--- config.mk ---
export PLATFORM = sky130hd
export DESIGN_NAME = display_timing_ctrl
export DESIGN_NICKNAME = d
export VERILOG_FILES = /design/src/rtl/display_timing_ctrl.sv
export SDC_FILE = /design/constraint.sdc
export NUM_CORES = 1
export LEC_CHECK = 0
export CORE_MARGIN = 2
export CORE_UTILIZATION = 30
export DETAILED_ROUTE_END_ITERATION = 16
export GPL_ROUTABILITY_DRIVEN = 0
export GPL_TIMING_DRIVEN = 1
export PLACE_DENSITY = 0.52
export SLEW_MARGIN = 20
export SYNTH_ARGS = -nofsm -noshare
export SYNTH_HDL_FRONTEND = slang
export SYNTH_SLANG_ARGS = --single-unit
--- constraint.sdc ---
create_clock -name clk_i -period 13.8 [get_ports clk_i]
set_input_delay 2.76 -clock clk_i [delete_from_list [all_inputs] [get_ports clk_i]]
set_output_delay 2.76 -clock clk_i [all_outputs]
set_load 0.02 [all_outputs]
--- src/rtl/display_timing_ctrl.sv ---
// Display timing configuration controller: shadow/active H/V timing set with frame-synchronous
// commit, pixel-tick divider and driver enable/reset sequencing behind a simple register bus.
module display_timing_ctrl #(
  parameter int unsigned HCounterWidth = 12,
  parameter int unsigned VCounterWidth = 12,
  parameter int unsigned ClkDivWidth   = 4
) (
  input  logic                     clk_i,
  input  logic                     rst_i,
  input  logic                     req_i,
  input  logic                     we_i,
  input  logic [3:0]               addr_i,
  input  logic [31:0]              wdata_i,
  output logic                     rvalid_o,
  output logic [31:0]              rdata_o,
  input  logic [HCounterWidth-1:0] hcounter_i,
  input  logic [VCounterWidth-1:0] vcounter_i,
  output logic                     driver_en_o,
  output logic                     driver_rst_o,
  output logic [HCounterWidth-1:0] hsync_o,
  output logic [HCounterWidth-1:0] hstart_o,
  output logic [HCounterWidth-1:0] hend_o,
  output logic [HCounterWidth-1:0] htotal_o,
  output logic [VCounterWidth-1:0] vsync_o,
  output logic [VCounterWidth-1:0] vstart_o,
  output logic [VCounterWidth-1:0] vend_o,
  output logic [VCounterWidth-1:0] vtotal_o,
  output logic                     frame_start_o
);

  localparam logic [3:0] AddrCtrl   = 4'h0;
  localparam logic [3:0] AddrHsync  = 4'h1;
  localparam logic [3:0] AddrHstart = 4'h2;
  localparam logic [3:0] AddrHend   = 4'h3;
  localparam logic [3:0] AddrHtotal = 4'h4;
  localparam logic [3:0] AddrVsync  = 4'h5;
  localparam logic [3:0] AddrVstart = 4'h6;
  localparam logic [3:0] AddrVend   = 4'h7;
  localparam logic [3:0] AddrVtotal = 4'h8;
  localparam logic [3:0] AddrStatus = 4'h9;

  typedef enum logic [1:0] {
    ST_OFF  = 2'd0,
    ST_LOAD = 2'd1,
    ST_RUN  = 2'd2
  } state_t;

  state_t                   r_state, w_state_nxt;
  logic                     r_enable, r_pending, r_cfg_err, r_rvalid;
  logic [ClkDivWidth-1:0]   r_div, r_div_cnt;
  logic [15:0]              r_frame_cnt;
  logic [31:0]              r_rdata, w_rdata;
  logic [HCounterWidth-1:0] r_sh_hsync, r_sh_hstart, r_sh_hend, r_sh_htotal;
  logic [VCounterWidth-1:0] r_sh_vsync, r_sh_vstart, r_sh_vend, r_sh_vtotal;
  logic [HCounterWidth-1:0] r_hsync, r_hstart, r_hend, r_htotal;
  logic [VCounterWidth-1:0] r_vsync, r_vstart, r_vend, r_vtotal;

  logic w_wr, w_ctrl_wr, w_commit_wr, w_en_wr, w_sh_ok, w_tick, w_boundary;
  logic w_load, w_set_err, w_clr_en, w_pending_nxt;
  logic w_unused_wdata;

  assign w_wr        = req_i & we_i;
  assign w_ctrl_wr   = w_wr & (addr_i == AddrCtrl);
  assign w_commit_wr = w_ctrl_wr & wdata_i[1];
  // Enable value as it will stand after this edge; FSM reacts to the write itself.
  assign w_en_wr     = w_ctrl_wr ? wdata_i[0] : r_enable;
  assign w_sh_ok     = (r_sh_htotal != '0) && (r_sh_vtotal != '0);
  assign w_tick      = (r_state == ST_RUN) && (r_div_cnt == r_div);
  assign w_boundary  = w_tick
                    && (hcounter_i == (r_htotal - HCounterWidth'(1)))
                    && (vcounter_i == (r_vtotal - VCounterWidth'(1)));
  assign w_unused_wdata = ^wdata_i;

  always_ff @(posedge clk_i or posedge rst_i) begin
    if (rst_i) r_state <= ST_OFF;
    else       r_state <= w_state_nxt;
  end

  always_comb begin
    w_state_nxt   = r_state;
    w_load        = 1'b0;
    w_set_err     = 1'b0;
    w_clr_en      = 1'b0;
    w_pending_nxt = r_pending;
    case (r_state)
      ST_OFF: begin
        w_pending_nxt = 1'b0;
        if (w_commit_wr) w_load = 1'b1;
        if (w_en_wr) begin
          if (w_sh_ok) begin
            w_state_nxt = ST_LOAD;
          end else begin
            w_set_err = 1'b1;
            w_clr_en  = 1'b1;
          end
        end
      end
      ST_LOAD: begin
        w_load        = 1'b1;
        w_pending_nxt = 1'b0;
        w_state_nxt   = w_en_wr ? ST_RUN : ST_OFF;
      end
      ST_RUN: begin
        if (!w_en_wr) begin
          w_state_nxt   = ST_OFF;
          w_pending_nxt = 1'b0;
          if (w_commit_wr) w_load = 1'b1;
        end else begin
          if (w_boundary && r_pending) begin
            if (w_sh_ok) w_load = 1'b1;
            else         w_set_err = 1'b1;
            w_pending_nxt = 1'b0;
          end
          // A commit landing on a boundary waits for the next one.
          if (w_commit_wr) w_pending_nxt = 1'b1;
        end
      end
      default: w_state_nxt = ST_OFF;
    endcase
  end

  always_comb begin
    w_rdata = '0;
    case (addr_i)
      AddrCtrl:   w_rdata = 32'({r_div, 6'd0, 1'b0, r_enable});
      AddrHsync:  w_rdata = 32'(r_sh_hsync);
      AddrHstart: w_rdata = 32'(r_sh_hstart);
      AddrHend:   w_rdata = 32'(r_sh_hend);
      AddrHtotal: w_rdata = 32'(r_sh_htotal);
      AddrVsync:  w_rdata = 32'(r_sh_vsync);
      AddrVstart: w_rdata = 32'(r_sh_vstart);
      AddrVend:   w_rdata = 32'(r_sh_vend);
      AddrVtotal: w_rdata = 32'(r_sh_vtotal);
      AddrStatus: w_rdata = {r_frame_cnt, 12'd0, r_cfg_err, r_pending, r_state};
      default:    w_rdata = '0;
    endcase
  end

  always_ff @(posedge clk_i or posedge rst_i) begin
    if (rst_i) begin
      r_enable    <= 1'b0;
      r_div       <= '0;
      r_div_cnt   <= '0;
      r_pending   <= 1'b0;
      r_cfg_err   <= 1'b0;
      r_frame_cnt <= '0;
      r_rvalid    <= 1'b0;
      r_rdata     <= '0;
      r_sh_hsync  <= '0; r_sh_hstart <= '0; r_sh_hend <= '0; r_sh_htotal <= '0;
      r_sh_vsync  <= '0; r_sh_vstart <= '0; r_sh_vend <= '0; r_sh_vtotal <= '0;
      r_hsync     <= '0; r_hstart    <= '0; r_hend    <= '0; r_htotal    <= '0;
      r_vsync     <= '0; r_vstart    <= '0; r_vend    <= '0; r_vtotal    <= '0;
    end else begin
      r_rvalid <= req_i;
      r_rdata  <= (req_i && !we_i) ? w_rdata : '0;
      if (w_wr) begin
        case (addr_i)
          AddrCtrl: begin
            r_enable <= wdata_i[0];
            r_div    <= wdata_i[8 +: ClkDivWidth];
          end
          AddrHsync:  r_sh_hsync  <= wdata_i[HCounterWidth-1:0];
          AddrHstart: r_sh_hstart <= wdata_i[HCounterWidth-1:0];
          AddrHend:   r_sh_hend   <= wdata_i[HCounterWidth-1:0];
          AddrHtotal: r_sh_htotal <= wdata_i[HCounterWidth-1:0];
          AddrVsync:  r_sh_vsync  <= wdata_i[VCounterWidth-1:0];
          AddrVstart: r_sh_vstart <= wdata_i[VCounterWidth-1:0];
          AddrVend:   r_sh_vend   <= wdata_i[VCounterWidth-1:0];
          AddrVtotal: r_sh_vtotal <= wdata_i[VCounterWidth-1:0];
          AddrStatus: if (wdata_i[3]) r_cfg_err <= 1'b0;
          default: ;
        endcase
      end
      if (w_clr_en)  r_enable  <= 1'b0;
      if (w_set_err) r_cfg_err <= 1'b1;
      if (w_load) begin
        r_hsync <= r_sh_hsync; r_hstart <= r_sh_hstart; r_hend <= r_sh_hend; r_htotal <= r_sh_htotal;
        r_vsync <= r_sh_vsync; r_vstart <= r_sh_vstart; r_vend <= r_sh_vend; r_vtotal <= r_sh_vtotal;
      end
      r_pending <= w_pending_nxt;
      if (w_boundary) r_frame_cnt <= r_frame_cnt + 16'd1;
      // Divider free-runs only in RUN so the first tick lands div cycles after entry.
      if ((r_state == ST_RUN) && (r_div_cnt < r_div)) r_div_cnt <= r_div_cnt + ClkDivWidth'(1);
      else                                             r_div_cnt <= '0;
    end
  end

  assign rvalid_o      = r_rvalid;
  assign rdata_o       = r_rdata;
  assign driver_rst_o  = (r_state != ST_RUN);
  assign driver_en_o   = (r_state == ST_RUN) ? w_tick : 1'b1;
  assign frame_start_o = w_boundary;
  assign hsync_o  = r_hsync;  assign hstart_o = r_hstart;
  assign hend_o   = r_hend;   assign htotal_o = r_htotal;
  assign vsync_o  = r_vsync;  assign vstart_o = r_vstart;
  assign vend_o   = r_vend;   assign vtotal_o = r_vtotal;

endmodule

# Yosys cells after proc, flatten, opt, wreduce, memory -nomap -nowiden
# Cells that the tools add are included.
# Widths: inputs -> output; s select.
# totals
reg_bits	254
in_bits	64
# classes
n_reduce_logical	32
n_eq_ne	19
n_addsub	4
bitwise	3
mux	32
order_cmp	1
# ops
operator	count
$pmux 32 s10	1
$mux 32	1
$eq 12x12->1	2
$reduce_bool 12->1	2
$sub 12x1->12 const B	2
$reduce_and 2->1	11
$mux 1	21
$add 16x1->16 const B	1
$eq 4x3->1 const B	4
$reduce_bool 2->1	6
$eq 4x2->1 const B	2
$eq 4x4->1 const B	2
$mux 2	4
$ne 2x2->1 const B	4
$logic_and 1x1->1	7
$pmux 2 s3	1
$reduce_and 3->1	2
$add 4x1->4 const B	1
$eq 4x1->1 const B	1
$eq 4x4->1	1
$logic_not 4->1	1
$lt 4x4->1	1
$mux 4	1
$ne 4x4->1 const B	1
other kinds (8)	11

# Depth between registers and ports, before layout
# Gate-level depths: netlist of the first run.
# depth
ltp_word	10
depth_mapped	15

# Least setup slack after synthesis of the first run
# Ideal clock, no wire load.
# synth_path
path_kind	input to output
from	input hcounter_i[5]
to	output frame_start_o
arrival_time_ps	4020
required_time_ps	11040
setup_slack_ps	7020
stages	7
cell_sequence	clkbuf_1 -> xnor2_1 -> nor4bb_1 -> a21oi_1 -> o41ai_1 -> and4_1 -> buf_4
# synth_via
elab_chain_len	3
# synth_lines
item	line_no	text
start: declaration	16	input logic [HCounterWidth-1:0] hcounter_i,
$eq 12x12->1	70	&& (hcounter_i == (r_htotal - HCounterWidth'(1)))
$logic_and 1x1->1	70	
$logic_and 1x1->1	71	&& (vcounter_i == (r_vtotal - VCounterWidth'(1)));
end: declaration	28	output logic frame_start_o
# No other way between the ends.

# Worst setup path in the final report of the first run
# layout_path
from	input hcounter_i[11]
to	output frame_start_o
# The elaborated chain is that of the path after synthesis.

==> metrics.cfg, run 1 <==
[outcome]
status=finished, final reports clean

[cts]
cts_resized=0
cts_tree=done
cts_buffers=27
clock-sinks=250
root_buffer=clkbuf_16
clock_latency_ns=0.55
cts_hold_buf=0
post_cts_buffers=0
clk_pin_slew_ns=0.06
htreeDepth=1
cts_max_path_buffers=3

[layout]
layout_common_cells=dfrtp_1, clkdlybuf4s50_1, mux2_2
largest_reg_flops=28
finalNetCount=1105
fillCellCount=3629
utilization_pct=38.6
area_growth_pct=27.6
drive_above_1_share_pct=24.9
diodes=0
mostFrequentLayoutCell=dfrtp_1

[drt]
viasPerCell=4.87
num_vias=7611
drtPass1Iterations=5
drc_errors=0
wirelength_um=32200
first_iter_violations=409
wire_per_inst_um=20.6
ant_nets=0

[floorplan]
io_pins=196
start_util_pct=30.2
die_h_um=198
placementRows=71
floorplan.die_area_um2=39200
fp.coreArea_um2=37400
chipWidth_um=198

[worst_hold_path]
holdPathStages=1
worstHoldPathType=register to register

[sta]
setup_viol=0
slew_viol_final=0
finalHoldViolCount=0
rsz0062_at_grt=false
timing_worst_slew_pin_value_ns=0.900
relSlewSlack_pct=40.0
min_period_over_period_pct=60.6
finalWorstSetupSlack_ns=5.44
fmax_mhz=120
skew_ns=0.0181
fin_setup_tns_ns=0
period_minus_slack_ns=8.36
whs_ns=0.466

[setup_path]
crit_arrival_ns=5.60
critPathMaxFanout=9
crit_type=input pin to output pin
critPathRequiredTime_ns=11.04
critical_path.slowest_cell=clkdlybuf4s50_1
cp_cell_sequence=clkdlybuf4s50_1 > xor2_1 > xor2_1 > a31oi_1 > o211a_1 > a211oi_1 > and4_1 > clkdlybuf4s50_1
startpoint_type=input pin
critPathCaptureType=output pin
cp_slowest_stage_delay_ns=0.72
rr_worst_depth=12

[global_routing]
grt_first_pass_wirelength_um=49500
grt_max_degree=97
antenna_found_initial=0
first_global_vias=7758
grtUsageTotal_pct=16.6
grt-ovfl-total=0

[pwr]
peakVddDrop_v=0.000112
power.density_nw_per_um2=187
p_leak_nw=6.39
power.switching_mw=0.897
p_clk_share_pct=26.6
power_frac_seq_pct=40.2
sw_frac_of_total_pct=33.2
internal_power_mw=1.80
finalPower_mw=2.70
p_comb_share_pct=33.2

[flow_run]
drv_cap=0

[yosys]
netlist_area_um2=11300
syn_inst=866
synthArstFlopShare_pct=100
ys_warn_count=0
avgSynthCellArea_um2=13.1
yosysUniqueCellTypes=61
synth_ff_type=dfrtp_1
ys_seq_area_share_pct=55.4
synth_edf_count=0
yosys_register_bits=250

[placed_design]
place_ws_ns=5.44
port_buffers=171
detailed_place_hpwl_um=22000

critical path: cells and delay by family:
family,cells,cell delay [ns]
buffers and inverters,2,1.22
AOI/OAI and AO/OA,3,0.50
and+or+nand+nor,1,0.60
xor gates and xnor gates,2,0.51
layer usage:
metal / GRT usage (%) / vias to the layer above / routed length [um]
met5: 0 / - / 0
met4: 3.90 / 0 / 714
met3: 2.47 / 44 / 1500
met2: 26.1 / 195 / 14700
met1: 24.0 / 3880 / 15300
li1: - / 3492 / -
metrics by stage:
step | cell area (um^2) | instances
after floorplan | 11300 | 869
after global placement | 13500 | 1515
after detailed placement | 13500 | 1515
after CTS | 14400 | 1563
after global routing | 14400 | 1563
final | 14400 | 1563
synthesized netlist by cell type, drive strengths merged, types with 9 or more instances:
library cell / number / share of area, %
dfrtp: 250 / 55
mux2: 196 / 21
nor2: 41 / 1.4
buf: 25 / 1.4
clkbuf: 24 / 0.80
nor3: 24 / 1.1
xor2: 24 / 1.9
xnor2: 23 / 1.8
nand2: 21 / 0.70
a22oi: 20 / 1.3
inv: 18 / 0.60
and2: 17 / 0.94
nand3: 14 / 0.62
nor4: 14 / 0.77
and3: 11 / 0.61
nand2b: 11 / 0.61
a31oi: 10 / 0.69
nand4: 10 / 0.55
a221oi: 9 / 0.70
o21ai: 9 / 0.40
worst paths after layout:
kind	startpoint	to	slack, ns
max in group asynchronous	rst_i	r_sh_hend[2]	9.25
setup reg to reg	vtotal_o[0]	hend_o[0]	9.16
hold reg to reg	r_frame_cnt[15]	r_frame_cnt[15]	0.47
hold / removal	r_frame_cnt[15]	r_frame_cnt[15]	0.47
setup / recovery	hcounter_i[11]	frame_start_o	5.44
min in group asynchronous	rst_i	htotal_o[10]	2.75
power groups by stage:
stage | clock [mW] | sequential [mW] | combinational [mW]
CTS | 0.737 | 1.09 | 0.910
finish | 0.718 | 1.09 | 0.897
global placement | 0 | 1.10 | 0.894
floorplan | 0 | 1.16 | 0.456
detailed placement | 0 | 1.09 | 0.905
global route | 0.770 | 1.11 | 0.967
kinds of logic (layout without fill, tap and decap cells):
logic type      count (synthesis)  after routing  synth area share [%]
mux                           200            200                  21.2
other cells                     1              4                0.0332
compound gates                100            100                  6.81
flops                         250            250                  55.4
fa+ha+maj                       8              8                 0.886
buf+inv                        67            250                  2.78
simple gates                  193            193                  9.29
xor+xnor                       47             47                  3.64
layout make-up:
cell class,instances,area [um^2],area share [%]
tap,511,639,4.43
inverter,18,75.1,0.521
clock inverter,12,103,0.712
timing repair buffer,184,1820,12.6
multi-input combinational,552,4750,32.9
clock buffer,36,779,5.41
sequential,250,6260,43.4
No activity file was read; power rests on OpenSTA's default activity.
==> inputs of run 2 (changes only) <==
==> constraint.sdc (replaced) <==
create_clock -name clk_i -period 8.4 [get_ports clk_i]
set_input_delay 1.68 -clock clk_i [delete_from_list [all_inputs] [get_ports clk_i]]
set_output_delay 1.68 -clock clk_i [all_outputs]
set_load 0.02 [all_outputs]
==> metrics.cfg, run 2 (same netlist as run 1, synthesis figures left out) <==
[sta]
slew_viol_final=0  ; unchanged
skew_ns=0.00810  ; -0.00999 ns
relSlewSlack_pct=39.3  ; -0.68 points
fmax_mhz=168
rsz0062_at_grt=false
finalHoldViolCount=0  ; unchanged
fin_setup_tns_ns=0  ; unchanged
timing_worst_slew_pin_value_ns=0.910  ; +0.0102 ns
setup_viol=0  ; unchanged
period_minus_slack_ns=5.96
min_period_over_period_pct=71.0

[pwr]
peakVddDrop_v=0.000183  ; +64%
p_leak_nw=6.41  ; +0.36%
power.density_nw_per_um2=309  ; +65%
finalPower_mw=4.48  ; +66%

[cts]
cts_resized=0  ; unchanged
post_cts_buffers=0  ; unchanged
cts_max_path_buffers=3  ; unchanged
clk_pin_slew_ns=0.05  ; about the same
cts_hold_buf=0  ; unchanged
htreeDepth=1  ; unchanged
cts_buffers=29  ; +7.4%
clock_latency_ns=0.54  ; about the same
clock-sinks=250  ; unchanged
cts_tree=done
root_buffer=clkbuf_16

[floorplan]
placementRows=71  ; unchanged
die_h_um=198  ; unchanged
start_util_pct=30.2  ; unchanged
floorplan.die_area_um2=39200  ; unchanged
fp.coreArea_um2=37400  ; unchanged
io_pins=196  ; unchanged
chipWidth_um=198  ; unchanged

[placed_design]
detailed_place_hpwl_um=21800  ; -1.2%
port_buffers=171  ; unchanged

[layout]
area_growth_pct=28.3
fillCellCount=3656  ; +0.74%
largest_reg_flops=28  ; unchanged
utilization_pct=38.8  ; +0.21 points
finalNetCount=1108  ; +0.27%
layout_common_cells=dfrtp_1, clkdlybuf4s50_1, mux2_2
layout.area.seq_um2=6260  ; unchanged
multi_input_area_um2=4750  ; unchanged
mostFrequentLayoutCell=dfrtp_1
diodes=0  ; unchanged
drive_above_1_share_pct=24.6  ; -0.28 points

[drt]
drtPass1Iterations=5  ; unchanged
viasPerCell=4.87  ; about the same
wirelength_um=32200  ; -0.19%
ant_nets=0  ; unchanged
drc_errors=0  ; unchanged
wire_per_inst_um=20.5  ; -0.44%
num_vias=7637  ; +0.34%
first_iter_violations=376  ; -8.1%

[setup_path]
critPathCaptureType=output pin
startpoint_type=input pin
critPathMaxFanout=9  ; unchanged
worstReg2RegStart=vtotal_o[0]
cp-startpoint=hcounter_i[11]
rr_worst_depth=12  ; unchanged
crit_type=input pin to output pin
crit_arrival_ns=4.28  ; -1.32 ns
r2r_slack_ns=4.18  ; -4.98 ns
reg2reg_to=hstart_o[5]
critPathRequiredTime_ns=6.72  ; -4.32 ns

[global_routing]
grtUsageTotal_pct=16.5  ; -0.14 points
grt_max_degree=187  ; +93%
antenna_found_initial=0  ; unchanged
first_global_vias=7758  ; unchanged
grt-ovfl-total=0  ; unchanged
grt_first_pass_wirelength_um=49000  ; -1.0%

[worst_hold_path]
holdPathStages=1  ; unchanged
worstHoldPathType=register to register
holdCritStartpoint=r_frame_cnt[15]
worstHoldEndpoint=r_frame_cnt[15]

[flow_run]
drv_cap=0  ; unchanged

[outcome]
status=finished, final reports clean

## run 2: per-stage QoR
step / area (um^2) / setup slack, ns / instances / hold slack [ns]
6_report: 14500 / 2.44 / 1567 / 0.461
4_1_cts: 14500 / 2.40 / 1566 / 0.462
2_1_floorplan: 11300 / 3.43 / 869 / 0.434
3_5_place_dp: 13500 / 2.42 / 1515 / 0.454
3_3_place_gp: 13500 / 2.45 / 1515 / 0.451
5_1_grt: 14500 / 2.27 / 1567 / 0.477
## run 2: report_power, final
group          leakage, nW  total [mW]  internal (mW)  switching (mW)
Sequential            3.28        1.78           1.49           0.291
Clock                0.451        1.21          0.724           0.490
Combinational         2.68        1.48          0.797           0.687
## run 2: worst max path at each step
stage | to | slack (ns) | cells after the start
final | frame_start_o | 2.44 | 9
after floorplan | hend_o[0] | 3.43 | 1
after global placement | frame_start_o | 2.45 | 9
after detailed placement | frame_start_o | 2.42 | 9
after CTS | frame_start_o | 2.40 | 9
after global routing | frame_start_o | 2.27 | 8
## run 2: critical path: stages
cell and delay [ns]:
clkdlybuf4s50_1 0.48, xor2_1 0.36, xor2_1 0.19, a31oi_1 0.10
o211a_1 0.25, a211oi_1 0.16, and4_1 0.21, buf_4 0.20
clkdlybuf4s50_1 0.63
## run 2: layout make-up
type	instances	share of cell area (%)
clock inverter	7	0.457
sequential	250	43.2
tap	511	4.41
inverter	18	0.492
clock buffer	44	5.88
multi-input combinational	552	32.8
timing repair buffer	185	12.8
## run 2: layer usage
layer | GRT usage [%] | vias to the layer above | routed length (um) | part of all wire, %
met5 | 0 | - | 0 | 0
met4 | 4.26 | 0 | 690 | 2.1
met3 | 2.74 | 38 | 1600 | 5.0
met2 | 26.1 | 212 | 14800 | 46
met1 | 23.4 | 3901 | 15100 | 47
li1 | - | 3486 | - | -
